==> config.mk <==
export PLATFORM = sky130hd
export DESIGN_NAME = alu_req_sequencer
export DESIGN_NICKNAME = d
export VERILOG_FILES = /design/src/rtl/alu_pkg.sv /design/src/rtl/alu_rr_arbiter.sv /design/src/rtl/alu_req_sequencer.sv
export SDC_FILE = /design/constraint.sdc
export NUM_CORES = 1
export LEC_CHECK = 0
export ABC_AREA = 1
export CORE_MARGIN = 2
export CORE_UTILIZATION = 34
export DETAILED_ROUTE_END_ITERATION = 7
export GPL_TIMING_DRIVEN = 0
export HOLD_SLACK_MARGIN = 0.08
export PLACE_DENSITY = 0.77
export REMOVE_ABC_BUFFERS = 1
export SLEW_MARGIN = 20
export SYNTH_ARGS = -nofsm -noshare
export SYNTH_HDL_FRONTEND = slang
export SYNTH_SLANG_ARGS = --single-unit
==> constraint.sdc <==
create_clock -name clk -period 1.3 [get_ports clk]
set_clock_uncertainty 0.15 [all_clocks]
set_input_delay 0.325 -clock clk [delete_from_list [all_inputs] [get_ports clk]]
set_output_delay 0.325 -clock clk [all_outputs]
set_load 0.05 [all_outputs]
==> src/rtl/alu_pkg.sv <==
// Shared opcode and sequencer state encodings for the alu_main request sequencer.
package alu_pkg;

    localparam logic [1:0] ALU_ADD = 2'b00;
    localparam logic [1:0] ALU_SUB = 2'b01;
    localparam logic [1:0] ALU_CMP = 2'b10;
    localparam logic [1:0] ALU_AND = 2'b11;

    typedef enum logic [1:0] {
        S_IDLE = 2'd0,
        S_EXEC = 2'd1,
        S_RESP = 2'd2
    } state_e;

endpackage

==> src/rtl/alu_rr_arbiter.sv <==
// Round-robin pick: first set request bit at or after the pointer, wrapping to bit 0.
module alu_rr_arbiter #(
    parameter int NREQ = 2
) (
    input  logic [NREQ-1:0]          req_i,
    input  logic [$clog2(NREQ)-1:0]  ptr_i,
    output logic [NREQ-1:0]          grant_o,
    output logic [$clog2(NREQ)-1:0]  idx_o,
    output logic                     any_o
);

    localparam int IW = $clog2(NREQ);

    logic found;

    // First pass covers indices >= pointer; second pass handles the wrap-around.
    always_comb begin
        grant_o = '0;
        idx_o   = '0;
        found   = 1'b0;
        for (int i = 0; i < NREQ; i++) begin
            if (!found && req_i[i] && (IW'(i) >= ptr_i)) begin
                found      = 1'b1;
                grant_o[i] = 1'b1;
                idx_o      = IW'(i);
            end
        end
        for (int i = 0; i < NREQ; i++) begin
            if (!found && req_i[i]) begin
                found      = 1'b1;
                grant_o[i] = 1'b1;
                idx_o      = IW'(i);
            end
        end
    end

    assign any_o = |req_i;

endmodule

==> src/rtl/alu_req_sequencer.sv <==
// Time-shares one external alu_main between NREQ requesters: arbitrate, drive the ALU
// for one EXEC cycle, then hold the selected result until the consumer takes it.
module alu_req_sequencer
    import alu_pkg::*;
#(
    parameter int NREQ = 2,
    parameter int W    = 4
) (
    input  logic                     clk,
    input  logic                     rst_n,
    input  logic [NREQ-1:0]          req_valid,
    output logic [NREQ-1:0]          req_ready,
    input  logic [2*NREQ-1:0]        req_op,
    input  logic [W*NREQ-1:0]        req_a,
    input  logic [W*NREQ-1:0]        req_b,
    output logic                     alu_select0,
    output logic                     alu_select1,
    output logic [W-1:0]             alu_bit1,
    output logic [W-1:0]             alu_bit2,
    input  logic [W:0]               alu_result1,
    input  logic [W:0]               alu_result2,
    input  logic [W:0]               alu_result4,
    input  logic                     alu_eq,
    input  logic                     alu_gt,
    input  logic                     alu_lt,
    output logic                     resp_valid,
    input  logic                     resp_ready,
    output logic [W:0]               resp_data,
    output logic [$clog2(NREQ)-1:0]  resp_id,
    output logic                     busy,
    output state_e                   dbg_state_o
);

    localparam int IW = $clog2(NREQ);

    // Handshakes: a transfer happens on a rising edge where valid && ready; valid never
    // depends on ready, losers keep valid and payload stable, resp payload holds while stalled.

    state_e          state_q, state_d;
    logic [1:0]      op_q, op_d;
    logic [W-1:0]    a_q, a_d, b_q, b_d;
    logic [IW-1:0]   g_q, g_d, ptr_q, ptr_d, ptr_nxt;
    logic [W:0]      resp_data_q, resp_data_d;
    logic [IW-1:0]   resp_id_q, resp_id_d;

    logic [NREQ-1:0] grant;
    logic [IW-1:0]   gidx;
    logic            any_req;
    logic [1:0]      op_sel;
    logic [W-1:0]    a_sel, b_sel;
    logic [W:0]      result_mux;

    alu_rr_arbiter #(.NREQ(NREQ)) u_arb (
        .req_i   (req_valid),
        .ptr_i   (ptr_q),
        .grant_o (grant),
        .idx_o   (gidx),
        .any_o   (any_req)
    );

    always_comb begin
        op_sel = '0;
        a_sel  = '0;
        b_sel  = '0;
        for (int i = 0; i < NREQ; i++) begin
            if (gidx == IW'(i)) begin
                op_sel = req_op[2*i +: 2];
                a_sel  = req_a[W*i +: W];
                b_sel  = req_b[W*i +: W];
            end
        end
    end

    always_comb begin
        case (op_q)
            ALU_ADD: result_mux = alu_result1;
            ALU_SUB: result_mux = alu_result2;
            ALU_AND: result_mux = alu_result4;
            default: result_mux = {{(W-2){1'b0}}, alu_lt, alu_gt, alu_eq};
        endcase
    end

    assign ptr_nxt = (g_q == IW'(NREQ-1)) ? '0 : g_q + IW'(1);

    always_comb begin
        state_d     = state_q;
        op_d        = op_q;
        a_d         = a_q;
        b_d         = b_q;
        g_d         = g_q;
        ptr_d       = ptr_q;
        resp_data_d = resp_data_q;
        resp_id_d   = resp_id_q;
        case (state_q)
            S_IDLE: begin
                if (any_req) begin
                    op_d    = op_sel;
                    a_d     = a_sel;
                    b_d     = b_sel;
                    g_d     = gidx;
                    state_d = S_EXEC;
                end
            end
            S_EXEC: begin
                resp_data_d = result_mux;
                resp_id_d   = g_q;
                state_d     = S_RESP;
            end
            S_RESP: begin
                if (resp_ready) begin
                    ptr_d   = ptr_nxt;
                    state_d = S_IDLE;
                end
            end
            default: state_d = S_IDLE;
        endcase
    end

    always_ff @(posedge clk or negedge rst_n) begin
        if (!rst_n) begin
            state_q     <= S_IDLE;
            op_q        <= '0;
            a_q         <= '0;
            b_q         <= '0;
            g_q         <= '0;
            ptr_q       <= '0;
            resp_data_q <= '0;
            resp_id_q   <= '0;
        end else begin
            state_q     <= state_d;
            op_q        <= op_d;
            a_q         <= a_d;
            b_q         <= b_d;
            g_q         <= g_d;
            ptr_q       <= ptr_d;
            resp_data_q <= resp_data_d;
            resp_id_q   <= resp_id_d;
        end
    end

    // Gated by rst_n so no grant is visible while reset is held with requests pending.
    assign req_ready   = (state_q == S_IDLE && rst_n) ? grant : '0;
    assign alu_select0 = op_q[0];
    assign alu_select1 = op_q[1];
    assign alu_bit1    = a_q;
    assign alu_bit2    = b_q;
    assign resp_valid  = (state_q == S_RESP);
    assign resp_data   = resp_data_q;
    assign resp_id     = resp_id_q;
    assign busy        = (state_q != S_IDLE);
    assign dbg_state_o = state_q;

endmodule

==> impl_metrics.ini, run 1 <==
[status]
status = finished, violations left
violations = negative hold slack, negative setup slack

[placement]
port_buffers = 64
post_dp_cell_area_mm2 = 0.00183
gp_congestion = 0.809
hpwlAfterDp_um = 2380
place_inst = 268

[logic_synthesis]
ys_warn_count = 0
synth.avg_cell_area_um2 = 7.13
syn_area_mm2 = 0.00117
ys_seq_area_share_pct = 42.8
syn_inst = 164
synth_cell_types = 13
ys_seq_elements = 20

[sta]
slew_violations = 0
whs_ns = -0.229
hold_violations = 20
layout_setup_ws_ns = -0.460
tightest_slew_ns = 0.377
max_slew_margin_pct = 74.8
setup_viol = 30
rsz0062_at_grt = true
min_period_ns = 1.76
period_share_pct = 135
timing.fmax_mhz = 568

[finish]
stdcell_area_mm2 = 0.00212
diodes = 0
final_common_cell = nand2_1
fin_cells = 290
drive_gt1_share_pct = 27.5
syn_to_final_growth_pct = 81.5
final_nets = 289
final_cell_mix = nand2_1 (45), clkdlybuf4s50_1 (39), nand3_1 (32)

[drt]
num_vias = 1368
drt-wirelength-per-cell_um = 12.9
drtIter0Drc = 78
wl_um = 3750
postRouteAntennaNets = 0
drc_errors = 0
drt-pass1-iter-count = 5
avgViaCountPerCell = 4.72

[setup_path]
crit_path_max_fanout = 3
slowest_stage = dfrtp_1
arrival_ns = 1.28
critPathRequiredTime_ns = 0.82
end_kind = output port
worstPathCellList = inv_2 -> nand2_4 -> nor2_4 -> nand3_2 -> nor2_2 -> buf_6
worstSetupStartpointType = register
crit_buf_inv = 2
slowest_delay_ns = 0.41
critPathKind = register to output port
cp_top_family = flip-flops

[floorplanning]
ios = 65
row_count = 21
dieWidth_um = 62.6
core_mm2 = 0.00331
dieArea_mm2 = 0.00392
die_y_um = 62.6
start_util_pct = 35.3

[cts]
worstSkewPairLatency_ns = 0.29
clockRootBuffer = clkbuf_4
clock-sinks = 20
clk_pin_slew_ns = 0.11
cts_tree = done
htree_levels = 1
cts_buffers = 3
cts_buffer_depth = 2

[global_route]
antenna_found_initial = 0
grt_usage_pct = 19.3
grt_overflow = 0
grt_max_degree = 23
grt_pass1_wl_um = 5990
grt_pass1_vias = 1304

[power_and_ir_drop]
ir_worst_vdd_mv = 0.974
total_power_mw = 5.29
power.leakage_nw = 1.07
power_density_mw_per_mm2 = 2500

[job]
max_cap_viol_count = 0

[worst_hold_path]
min_path_type = input pin to asynchronous set/reset pin
## power by group
part / internal (mW) / switching (mW) / total (mW)
Clock: 0.108 / 0.179 / 0.287
Sequential: 0.934 / 0.253 / 1.19
Combinational: 1.55 / 2.27 / 3.82
Total: 2.59 / 2.70 / 5.29
## final cells by class
cell class / instances / area [um2]
clock buffers: 3 / 22.5
well taps: 46 / 57.6
flip-flops and latches: 20 / 503
inverters: 27 / 111
multi-input cells: 111 / 588
fillers: 299 / 1190
repair buffers: 83 / 838
## per-layer routing
metal / GRT usage (%) / wire, um / vias up / share of wire, %
li1: - / - / 687 / -
met1: 23.7 / 1620 / 634 / 43
met2: 33.6 / 1890 / 45 / 50
met3: 4.14 / 223 / 2 / 6.0
met4: 6.39 / 14 / 0 / 0.37
met5: 0 / 0 / - / 0
## stage by stage
step	TNS, ns	util (%)	setup WS (ns)
after detailed placement	-29.12	55.3	-1.85
after global routing	-4.46	64.1	-0.527
after CTS	-3.44	60.2	-0.527
after global placement	-28.78	55.3	-1.83
final	-2.63	64.1	-0.460
after floorplan	-11.54	-	-1.32
## logic make-up (layout without fill, tap and decap cells)
logic type      after synthesis  after routing  synth area share (%)
flops                        20             20                  42.8
compound gates                7              7                  3.00
buf+inv                      33            113                  11.8
simple gates                104            104                  42.4
## timing repair
item	4_1_cts	5_1_grt
endpoints found under the setup margin	59	40
gates cloned	0	1
endpoints found under the hold margin	20	20
buffers inserted	13	7
pin swaps	3	13
gates resized for setup	173	28
## flip-flops by register name (all words and copies together), names as in the netlist
signal	cells
ptr_q	1
g_q	1
alu_bit2	4
op_q	2
resp_data	5
alu_bit1	4
resp_id	1
dbg_state_o	2
## Yosys cell counts
| cell type | count | area, um2 |
|---|---|---|
| nor2_1 | 4 | 15.0 |
| nand3b_1 | 10 | 75.1 |
| o21ai_0 | 7 | 35.0 |
| nor2_4 | 2 | 22.5 |
| buf_6 | 1 | 11.3 |
| buf_2 | 5 | 25.0 |
| nand2_2 | 1 | 6.26 |
| inv_1 | 26 | 97.6 |
| dfrtp_1 | 20 | 500 |
| inv_2 | 1 | 3.75 |
| nand2_1 | 47 | 176 |
| nand3_1 | 39 | 195 |
| nor3_1 | 1 | 5.00 |
## final timing paths
check,from,end,slack (ns),depth (start not counted)
setup / recovery,dbg_state_o[1]$_DFFE_PN0P_,req_ready[1],-0.46,6
max in group asynchronous,rst_n,op_q[0]$_DFFE_PN0P_,0.98,1
min in group clk,req_valid[1],g_q$_DFFE_PN0P_,0.33,3
hold / removal,rst_n,resp_data[0]$_DFFE_PN0N_,-0.23,1
hold reg to reg,g_q$_DFFE_PN0P_,ptr_q$_DFFE_PN0P_,0.35,1
setup reg to reg,dbg_state_o[1]$_DFFE_PN0P_,alu_bit2[2]$_DFFE_PN0P_,-0.01,7
(Power assumes the default switching activity.)
==> run 2: changes to the inputs <==
Settings changed: GPL_ROUTABILITY_DRIVEN set to 0.
==> results of run 2 <==
No change in the layout: final DEF, timing and power equal those of run 1.
==> run 3: changes to the inputs <==
Settings changed: SLEW_MARGIN 20 to 15.
==> results of run 3 <==
No change in the layout: final DEF, timing and power equal those of run 1.
